### src/rtl/uart_char_assembler_if.sv
// Character handshake between the UART frame assembler
// and the microprocessor-side consumer.
interface uart_char_assembler_if;
   logic [7:0] char_out;
   logic       char_valid;
   logic       char_ready;

   modport master (
      output char_out,
      output char_valid,
      input  char_ready
   );

   modport slave (
      input  char_out,
      input  char_valid,
      output char_ready
   );
endinterface

### src/rtl/uart_char_assembler.sv
// Frames start/data/parity/stop bits into LSB-first characters
// and holds one character for a valid/ready consumer.
module uart_char_assembler #(
   parameter int DATA_BITS  = 8,
   parameter bit PARITY_EN  = 1'b0,
   parameter bit PARITY_ODD = 1'b0
) (
   input  logic                         clk,
   input  logic                         rst,
   input  logic                         bit_in,
   input  logic                         bit_strobe,
   uart_char_assembler_if.master        chr,
   output logic                         frame_err,
   output logic                         parity_err,
   output logic                         overrun,
   output logic                         busy
);

   typedef enum logic [1:0] {
      IDLE,
      DATA,
      PARITY,
      STOP
   } state_t;

   state_t                 state, state_n;
   logic [DATA_BITS-1:0]   shift_q, shift_n;
   logic [3:0]             cnt_q, cnt_n;
   logic                   par_q, par_n;
   logic [7:0]             char_q, char_n;
   logic                   valid_q, valid_n;
   logic                   fe_q, fe_n;
   logic                   pe_q, pe_n;
   logic                   ov_q, ov_n;
   logic                   accept;
   logic                   par_bad;
   logic                   last_bit;

   always_ff @(posedge clk) begin
      if (rst) begin
         state   <= IDLE;
         shift_q <= '0;
         cnt_q   <= '0;
         par_q   <= 1'b0;
         char_q  <= '0;
         valid_q <= 1'b0;
         fe_q    <= 1'b0;
         pe_q    <= 1'b0;
         ov_q    <= 1'b0;
      end else begin
         state   <= state_n;
         shift_q <= shift_n;
         cnt_q   <= cnt_n;
         par_q   <= par_n;
         char_q  <= char_n;
         valid_q <= valid_n;
         fe_q    <= fe_n;
         pe_q    <= pe_n;
         ov_q    <= ov_n;
      end
   end

   always_comb begin
      state_n  = state;
      shift_n  = shift_q;
      cnt_n    = cnt_q;
      par_n    = par_q;
      char_n   = char_q;
      valid_n  = valid_q;
      fe_n     = 1'b0;
      pe_n     = 1'b0;
      ov_n     = 1'b0;
      accept   = valid_q && chr.char_ready;
      par_bad  = PARITY_EN && ((^{shift_q, par_q}) != PARITY_ODD);
      last_bit = (cnt_q == 4'(DATA_BITS - 1));

      if (accept) valid_n = 1'b0;

      if (bit_strobe) begin
         unique case (state)
            IDLE: begin
               if (!bit_in) begin
                  state_n = DATA;
                  cnt_n   = '0;
               end
            end
            DATA: begin
               shift_n = {bit_in, shift_q[DATA_BITS-1:1]};
               cnt_n   = cnt_q + 4'd1;
               if (last_bit) state_n = PARITY_EN ? PARITY : STOP;
            end
            PARITY: begin
               par_n   = bit_in;
               state_n = STOP;
            end
            STOP: begin
               state_n = IDLE;
               // A bad stop bit drops the character before any other check
               if (!bit_in) begin
                  fe_n = 1'b1;
               end else if (!valid_q || accept) begin
                  char_n  = 8'(shift_q);
                  valid_n = 1'b1;
                  pe_n    = par_bad;
               end else begin
                  ov_n = 1'b1;
               end
            end
            default: state_n = IDLE;
         endcase
      end
   end

   assign chr.char_out   = char_q;
   assign chr.char_valid = valid_q;
   assign frame_err      = fe_q;
   assign parity_err     = pe_q;
   assign overrun        = ov_q;
   assign busy           = (state != IDLE);

endmodule
### src/flat_wrapper.sv
// flat-port wrapper written by rule: the top's interface ports become plain ports
module uart_char_assembler_flat 
#(
   parameter int DATA_BITS  = 8,
   parameter bit PARITY_EN  = 1'b0,
   parameter bit PARITY_ODD = 1'b0
)
  (clk, rst, bit_in, bit_strobe, frame_err, parity_err, overrun, busy, chr_char_out, chr_char_valid, chr_char_ready);
  uart_char_assembler_if chr_i ();
  input  logic clk;
  input  logic rst;
  input  logic bit_in;
  input  logic bit_strobe;
  output logic frame_err;
  output logic parity_err;
  output logic overrun;
  output logic busy;
  output wire logic [$bits(chr_i.char_out)-1:0] chr_char_out;
  output wire logic [$bits(chr_i.char_valid)-1:0] chr_char_valid;
  input wire logic [$bits(chr_i.char_ready)-1:0] chr_char_ready;
  assign chr_char_out = chr_i.char_out;
  assign chr_char_valid = chr_i.char_valid;
  assign chr_i.char_ready = chr_char_ready;
  uart_char_assembler #(.DATA_BITS(DATA_BITS), .PARITY_EN(PARITY_EN), .PARITY_ODD(PARITY_ODD)) u_core (.clk(clk), .rst(rst), .bit_in(bit_in), .bit_strobe(bit_strobe), .chr(chr_i), .frame_err(frame_err), .parity_err(parity_err), .overrun(overrun), .busy(busy));
endmodule
### config.mk
export PLATFORM = sky130hd
export DESIGN_NAME = uart_char_assembler_flat
export DESIGN_NICKNAME = d
export VERILOG_FILES = /design/src/rtl/uart_char_assembler_if.sv /design/src/rtl/uart_char_assembler.sv /design/src/flat_wrapper.sv
export SDC_FILE = /design/constraint.sdc
export NUM_CORES = 1
export LEC_CHECK = 0
export BUFFER_PORTS_ARGS = -buffer_cell sky130_fd_sc_hd__buf_2
export CAP_MARGIN = 40
export CORE_UTILIZATION = 45
export CTS_CLUSTER_DIAMETER = 50
export DETAILED_ROUTE_END_ITERATION = 12
export MAX_ROUTING_LAYER = met4
export PLACE_DENSITY = 0.71
export SLEW_MARGIN = 20
export SYNTH_ARGS = -nofsm -noshare
export SYNTH_HDL_FRONTEND = slang
export SYNTH_SLANG_ARGS = --single-unit
export TNS_END_PERCENT = 10
### constraint.sdc
create_clock -name clk -period 2.04 [get_ports clk]
set_clock_uncertainty 0.15 [all_clocks]
set_input_delay 0.102 -clock clk [delete_from_list [all_inputs] [get_ports clk]]
set_output_delay 0.102 -clock clk [all_outputs]
set_load 0.005 [all_outputs]
After elaboration in Yosys (flattened, before gate mapping)
Index checks and enable logic that the tools add are counted.
{"block": "totals", "mem_count": 0, "input_bits": 5, "ff_bits": 25, "out_inout_bits": 13, "ramBits": 0, "romBits": 0, "latch_bits": 0}
{"block": "op_classes", "n_shift": 0, "n_bitwise": 3, "mul": 0, "eq_ne": 6, "n_mux": 12, "div_mod_pow": 0, "order_cmp": 0, "addsub": 1, "n_reduce_logical": 12}
{"cell": "$pmux W2 S4", "n": 1}
{"cell": "$pmux W4 S2", "n": 1}
{"cell": "$mux W1", "n": 7}
{"cell": "$reduce_and A3 Y1", "n": 2}
{"cell": "$add A4 B1 Y4 const B", "n": 1}
{"cell": "$eq A2 B2 Y1 const B", "n": 2}
{"cell": "$eq A4 B3 Y1 const B", "n": 1}
{"cell": "$mux W2", "n": 2}
{"cell": "$mux W4", "n": 1}
{"cell": "$reduce_and A4 Y1", "n": 1}
{"cell": "$reduce_bool A2 Y1", "n": 2}
{"cell": "$reduce_or A4 Y1", "n": 1}
{"cell": "$not A1 Y1", "n": 3}
{"cell": "$reduce_or A3 Y1", "n": 1}
{"cell": "$eq A2 B1 Y1 const B", "n": 1}
{"cell": "$logic_not A2 Y1", "n": 1}
{"cell": "$ne A2 B1 Y1 const B", "n": 1}
{"cell": "$ne A2 B2 Y1 const B", "n": 1}
{"cell": "$reduce_and A2 Y1", "n": 1}
{"cell": "$logic_and A1 B1 Y1", "n": 1}
{"cell": "$logic_not A1 Y1", "n": 1}
{"cell": "$logic_or A1 B1 Y1", "n": 1}

Logic depth before layout (Yosys ltp)
Gate-level depths: netlist of the first run.
{"block": "depth", "word_depth": 6, "ltp_mapped": 6, "depth_no_buf": 5}

Worst setup path after synthesis of the first run
Ideal clock, no wire load.
{"block": "synth_path", "path_type": "register to register", "start": "register u_core.state[0]", "end": "register u_core.cnt_q[3]", "n_path_buf": 0, "path_stages_with_launch": 6, "t_arrival_ns": 1.491, "period_less_slack_ns": 1.711, "setup_slack_ns": 0.329, "path_cell_list": "dfxtp_1 -> inv_1 -> ha_1 -> a21bo_2 -> or4_1 -> a21oi_1"}
{"block": "synth_via", "elab_chain_cells": 3}
{"element": "from (decl)", "line_no": "uart_char_assembler.sv:26", "source": "state_t state, state_n;"}
{"element": "from (signal assigned)", "line_no": "uart_char_assembler.sv:51", "source": "state <= state_n;"}
{"element": "$eq A2 B1 Y1 / $logic_not A2 Y1 (equally long branches)", "line_no": "uart_char_assembler.sv:80", "source": "unique case (state)"}
{"element": "$reduce_bool A2 Y1 (no source line) / $ne A2 B2 Y1 (equally long branches)"}
{"element": "$reduce_and A3 Y1 (no source line)"}
{"element": "to (signal assigned)", "line_no": "uart_char_assembler.sv:53", "source": "cnt_q <= cnt_n;"}
{"element": "to (decl)", "line_no": "uart_char_assembler.sv:28", "source": "logic [3:0] cnt_q, cnt_n;"}
Several ways; a longest one is shown, not always the timed one.
A chain may end at the register's enable or synchronous reset.

Worst setup path in the final report of the first run
{"block": "layout_path", "start": "register u_core.state[0]", "end": "register u_core.state[0]"}
{"block": "layout_via", "elab_chain_cells": 3}
{"element": "$eq A2 B1 Y1 / $logic_not A2 Y1 (equally long branches)", "line_no": "uart_char_assembler.sv:80"}
{"element": "$ne A2 B1 Y1 (no source line) / $ne A2 B2 Y1 (equally long branches)"}
{"element": "$reduce_and A3 Y1 (no source line)"}
Several ways; a longest one is shown, not always the timed one.

==> run metrics, run 1 <==
drt initial violations 19; Crit. Startpoint u_core.state[0]; die area 2520 um^2; design area 1190 um^2; Pre-antenna DRT Iters 4; CTS buffer count 3; Post-synth ARST share 0; Remaining DRCs 0; TritonCTS clock tree built; Leak 0.455 nW; Most used DFF post-synth dfxtp_1; Die Span Y 50.2 um; synthesized net count 134; Area after DPL 1130 um^2; pwr dens 675 nW/um^2; Hold Path Class input pin to register; unrepaired setup endpoints after global routing false; Synth-to-Final Area Change 13.9%; clk_lat worst skew 310 ps; post-synthesis sequential area ratio 0.480; largest net degree at the start of global routing 27; Via density 5.34; Setup violations, final 0; worst r2r src u_core.state[0]; DR vias 902; Filler cells 207; diode count 0; Site Rows 17; die width 50.2 um; grt ovf 0; Ys Warns 0; max cap viols 0; Clock Tree Root clkbuf_4; clk sinks 25; FF-to-FF path depth 5; Setup CP Type register to register; gpl congestion 0.783; Synth cell types 24; Fin Hold WS 69.8 ps; CP endpoint kind register; initial core utilization 0.476; WHS Endpoint u_core.shift_q[5]; post-route ant nets 0; WL per Instance 12.0 um; final number of max-transition violations 0; postcts setup bufs 0; layout cells sized above 1 0.170; CTS H-tree lvls 1; Hold Path Cell Cnt 2; number of synthesized flops with an enable pin 0; Final Hold Fails 0; VDD IR max 0.355 mV; r2r setup slk 190 ps; CTS hold repair buffers 2; final net count 151; final cell count without fillers 169; period utilization 0.905; Post-DP HPWL 1360 um; area of the multi-input gates 494 um^2; first-pass GRT wire length 3390 um; I/O pin count 18; Max FO, Critical Path 8; cell area after synthesis 1040 um^2; Seq cells post-synth 25; WP data required 2100 ps; post-CTS resize count 0; Sequential Area 500 um^2; IO buf count 16; Gate Count Post-Synth 125; number of global-route vias before repair 783; Syn Area/Cell 8.35 um^2; total track usage 0.182; Core ar. 2190 um^2; Achievable Freq 0.542 GHz; DRT Wirelength 2030 um; type of origin of the critical path register; post-layout minimum cycle time 1850 ps; Reg-to-Reg End u_core.state[0]; status complete, no violations; crit path DAT 1900 ps; initial antenna violation count 0; placed insts 162; maximum clock path buffer count 2; launch point of the worst hold path rst; Clock transition at path regs 130 ps; Sum Neg Setup Slack 0 ps
[cells in the final DEF (no fill, tap or decap), types with 2 or more instances in the layout]
| cell | instances |
|---|---|
| a21oi_1 | 22 |
| buf_2 | 16 |
| clkbuf_4 | 3 |
| dfxtp_1 | 25 |
| dlygate4sd3_1 | 3 |
| ha_1 | 4 |
| inv_1 | 4 |
| nand2_1 | 11 |
| nand2b_1 | 3 |
| nand3_1 | 18 |
| nor2_1 | 4 |
| nor3_1 | 2 |
| o21ai_0 | 10 |
| o31ai_1 | 2 |
| or4_1 | 2 |
[through the flow]
step / setup WS (ps) / power (W) / utilization
global placement: 302 / 0.000593 / 0.517
detailed placement: 238 / 0.000597 / 0.517
CTS: 220 / 0.000809 / 0.538
floorplan: 329 / 0.000573 / -
finish: 194 / 0.000802 / 0.543
global route: 74.3 / 0.000852 / 0.543
[registers in the layout (all words and copies together) (netlist names)]
name and count:
u_core.chr.char_valid 1, u_core.cnt_q 4, u_core.chr.char_out 8, u_core.shift_q 8, u_core.frame_err 1, u_core.state 2
u_core.overrun 1
[logic make-up after synthesis]
group | count (synthesis) | share of synthesized area
buffers and inverters | 12 | 0.0468
multiplexers | 2 | 0.0204
other | 1 | 0.00359
AND/OR/NAND/NOR | 45 | 0.216
flip-flops | 25 | 0.480
AO/OA/AOI/OAI | 36 | 0.186
adder cells (fa/ha/maj) | 4 | 0.0480
[worst max-delay path, stage by stage, from the launching register on]
cell and delay, ps:
dfxtp_1 390, inv_1 70, ha_1 240, a21bo_2 280, a21oi_1 240, mux2_2 380
[how the worst max path moves through the flow]
| stage | cells past startpoint | to |
|---|---|---|
| floorplan | 5 | u_core.cnt_q[3] |
| global placement | 5 | u_core.cnt_q[3] |
| detailed placement | 5 | u_core.state[0] |
| CTS | 5 | u_core.cnt_q[3] |
| global route | 5 | u_core.state[0] |
| finish | 5 | u_core.state[0] |
[report_power, final]
part / switching, W / internal (W) / leakage, nW
Combinational: 0.0000559 / 0.0000332 / 0.238
Sequential: 0.00000569 / 0.000495 / 0.202
Clock: 0.000136 / 0.0000762 / 0.0150
Total: 0.000198 / 0.000604 / 0.455
[per-layer routing]
layer	routed length [um]	share of wire	up-vias	track usage
li1	-	-	469	-
met1	1010	0.50	418	0.237
met2	958	0.47	13	0.271
met3	52	0.026	2	0.0364
met4	10	0.0049	0	0.0857
met5	0	0	-	-
[cell type report]
class | instances | share of cell area
sequential | 25 | 0.421
clock buffer | 4 | 0.0221
multi-input combinational | 88 | 0.416
tap | 28 | 0.0295
timing repair buffer | 20 | 0.0989
inverter | 4 | 0.0126
[cells in the mapped netlist (2+ instances only)]
cell type  instances  area share
dfxtp_1           25        0.48
a21oi_1           22        0.11
nand3_1           18       0.086
nand2_1           11       0.040
o21ai_0           10       0.048
clkbuf_1           7       0.025
ha_1               4       0.048
inv_1              4       0.014
nor2_1             4       0.014
nand2b_1           3       0.018
nor3_1             2      0.0096
o31ai_1            2       0.014
or4_1              2       0.014
Note: power is estimated with default switching activity, not from simulation.
==> run 2, diff against run 1 <==
--- a/config.mk
+++ b/config.mk
@@ -11,7 +11,7 @@
 export CTS_CLUSTER_DIAMETER = 50
 export DETAILED_ROUTE_END_ITERATION = 12
 export MAX_ROUTING_LAYER = met4
-export PLACE_DENSITY = 0.71
+export PLACE_DENSITY = 0.75
 export SLEW_MARGIN = 20
 export SYNTH_ARGS = -nofsm -noshare
 export SYNTH_HDL_FRONTEND = slang
==> run metrics, run 2 (synthesis gave the netlist of run 1 again) <==
met3 GRT Util 0.0212; DRT Wirelength 2040 um; Hold Path Class input pin to register; Setup violations, final 0; CP endpoint kind register; Clock transition at path regs 150 ps; post-CTS resize count 0; worst-path cell chain inv_1 -> ha_1 -> a21bo_2 -> a21oi_1 -> mux2_2; total power 0.000816 W; total track usage 0.177; CTS buffer count 3; drt initial violations 34; slowest stage delay, CP 390 ps; Site Rows 17; status complete, no violations; gpl congestion 0.760; CTS hold repair buffers 2; CTS H-tree lvls 1; Post-DP HPWL 1410 um; type of origin of the critical path register; TritonCTS clock tree built; layout cells sized above 1 0.179; Setup CP Type register to register; Leak 0.450 nW; WL per Instance 12.1 um; crit path DAT 1900 ps; clk sinks 25; final number of max-transition violations 0; GR Util met1 0.209; clk_lat worst skew 320 ps; post-layout minimum cycle time 1830 ps; period utilization 0.899; max cap viols 0; Pre-antenna DRT Iters 4; postcts setup bufs 0; first-pass GRT wire length 3370 um; Achievable Freq 0.545 GHz; Max FO, Critical Path 8; VDD IR max 0.330 mV; diode count 0; WP data required 2100 ps; initial antenna violation count 0; GRT met2 Usage 0.289; I/O pin count 18; largest net degree at the start of global routing 27; CP max stage cell dfxtp_1; initial core utilization 0.476; grt ovf 0; die area 2520 um^2; Core ar. 2190 um^2; Worst Path Buf+Inv 1; commonest cells after routing, fill and taps aside 25 x dfxtp_1, 22 x a21oi_1, 18 x nand3_1, 16 x buf_2, 11 x nand2_1; Remaining DRCs 0; Final Hold Fails 0; pwr dens 690 nW/um^2; number of global-route vias before repair 822; Clock Tree Root clkbuf_4; Via density 5.41; GRT busiest layer met2; commonest non-fill, non-tap cell in the layout dfxtp_1; Synth-to-Final Area Change 13.3%; Die Span Y 50.2 um; maximum clock path buffer count 2; post-route ant nets 0; Sum Neg Setup Slack 0 ps; DR vias 909; unrepaired setup endpoints after global routing false; die width 50.2 um; final net count 150; family with the most delay on the worst path compound AO/OA/AOI/OAI gates; IO buf count 16
run 2: cell count changes in the layout (fill, tap and decap cells not counted), sizes merged:
cell,delta
clkbuf,-1
dlygate4sd3,-1
clkinvlp,+1
run 2: final timing paths:
| path | from | to | slack [ps] | cells after the start |
|---|---|---|---|---|
| hold reg to reg | u_core.shift_q[0] | u_core.shift_q[0] | 330 | 2 |
| setup / recovery | u_core.state[1] | u_core.state[0] | 210 | 5 |
| setup reg to reg | u_core.state[1] | u_core.state[0] | 210 | 5 |
| hold / removal | bit_strobe | u_core.shift_q[1] | 0.3 | 3 |
run 2: stage by stage:
step | hold slack, ps | worst slack, ps | util | instance area (um^2) | instances
floorplan | 28.8 | 329 | - | 1040 | 125
global placement | 220 | 300 | 0.517 | 1130 | 162
detailed placement | 224 | 235 | 0.517 | 1130 | 162
CTS | 4.41 | 205 | 0.540 | 1180 | 168
global route | 9.24 | 90.3 | 0.540 | 1180 | 168
finish | 0.327 | 205 | 0.540 | 1180 | 168
run 2: cell type report:
type                    instances  area [um^2]
clock buffers                   3         22.5
clock inverters                 1         7.51
flip-flops and latches         25          500
multi-input cells              88          494
fillers                       207         1010
well taps                      28         35.0
repair buffers                 19          108
inverters                       4         15.0
run 2: report_power, final:
| group | switching (W) | total [W] | internal [W] |
|---|---|---|---|
| Combinational | 0.0000558 | 0.0000876 | 0.0000319 |
| Clock | 0.000152 | 0.000227 | 0.0000748 |
| Sequential | 0.00000587 | 0.000501 | 0.000495 |
run 2: layer usage:
layer,part of all wire,wire [um],vias up
li1,-,-,465
met1,0.45,917,430
met2,0.52,1060,12
met3,0.020,40,2
met4,0.0093,19,0
met5,0,0,-
run 2: tightest hold or removal path: cells and delay by family:
family | cells | cell delay [ps]
buffers and inverters | 1 | 180
AOI/OAI and AO/OA | 1 | 50
and+or+nand+nor | 1 | 110
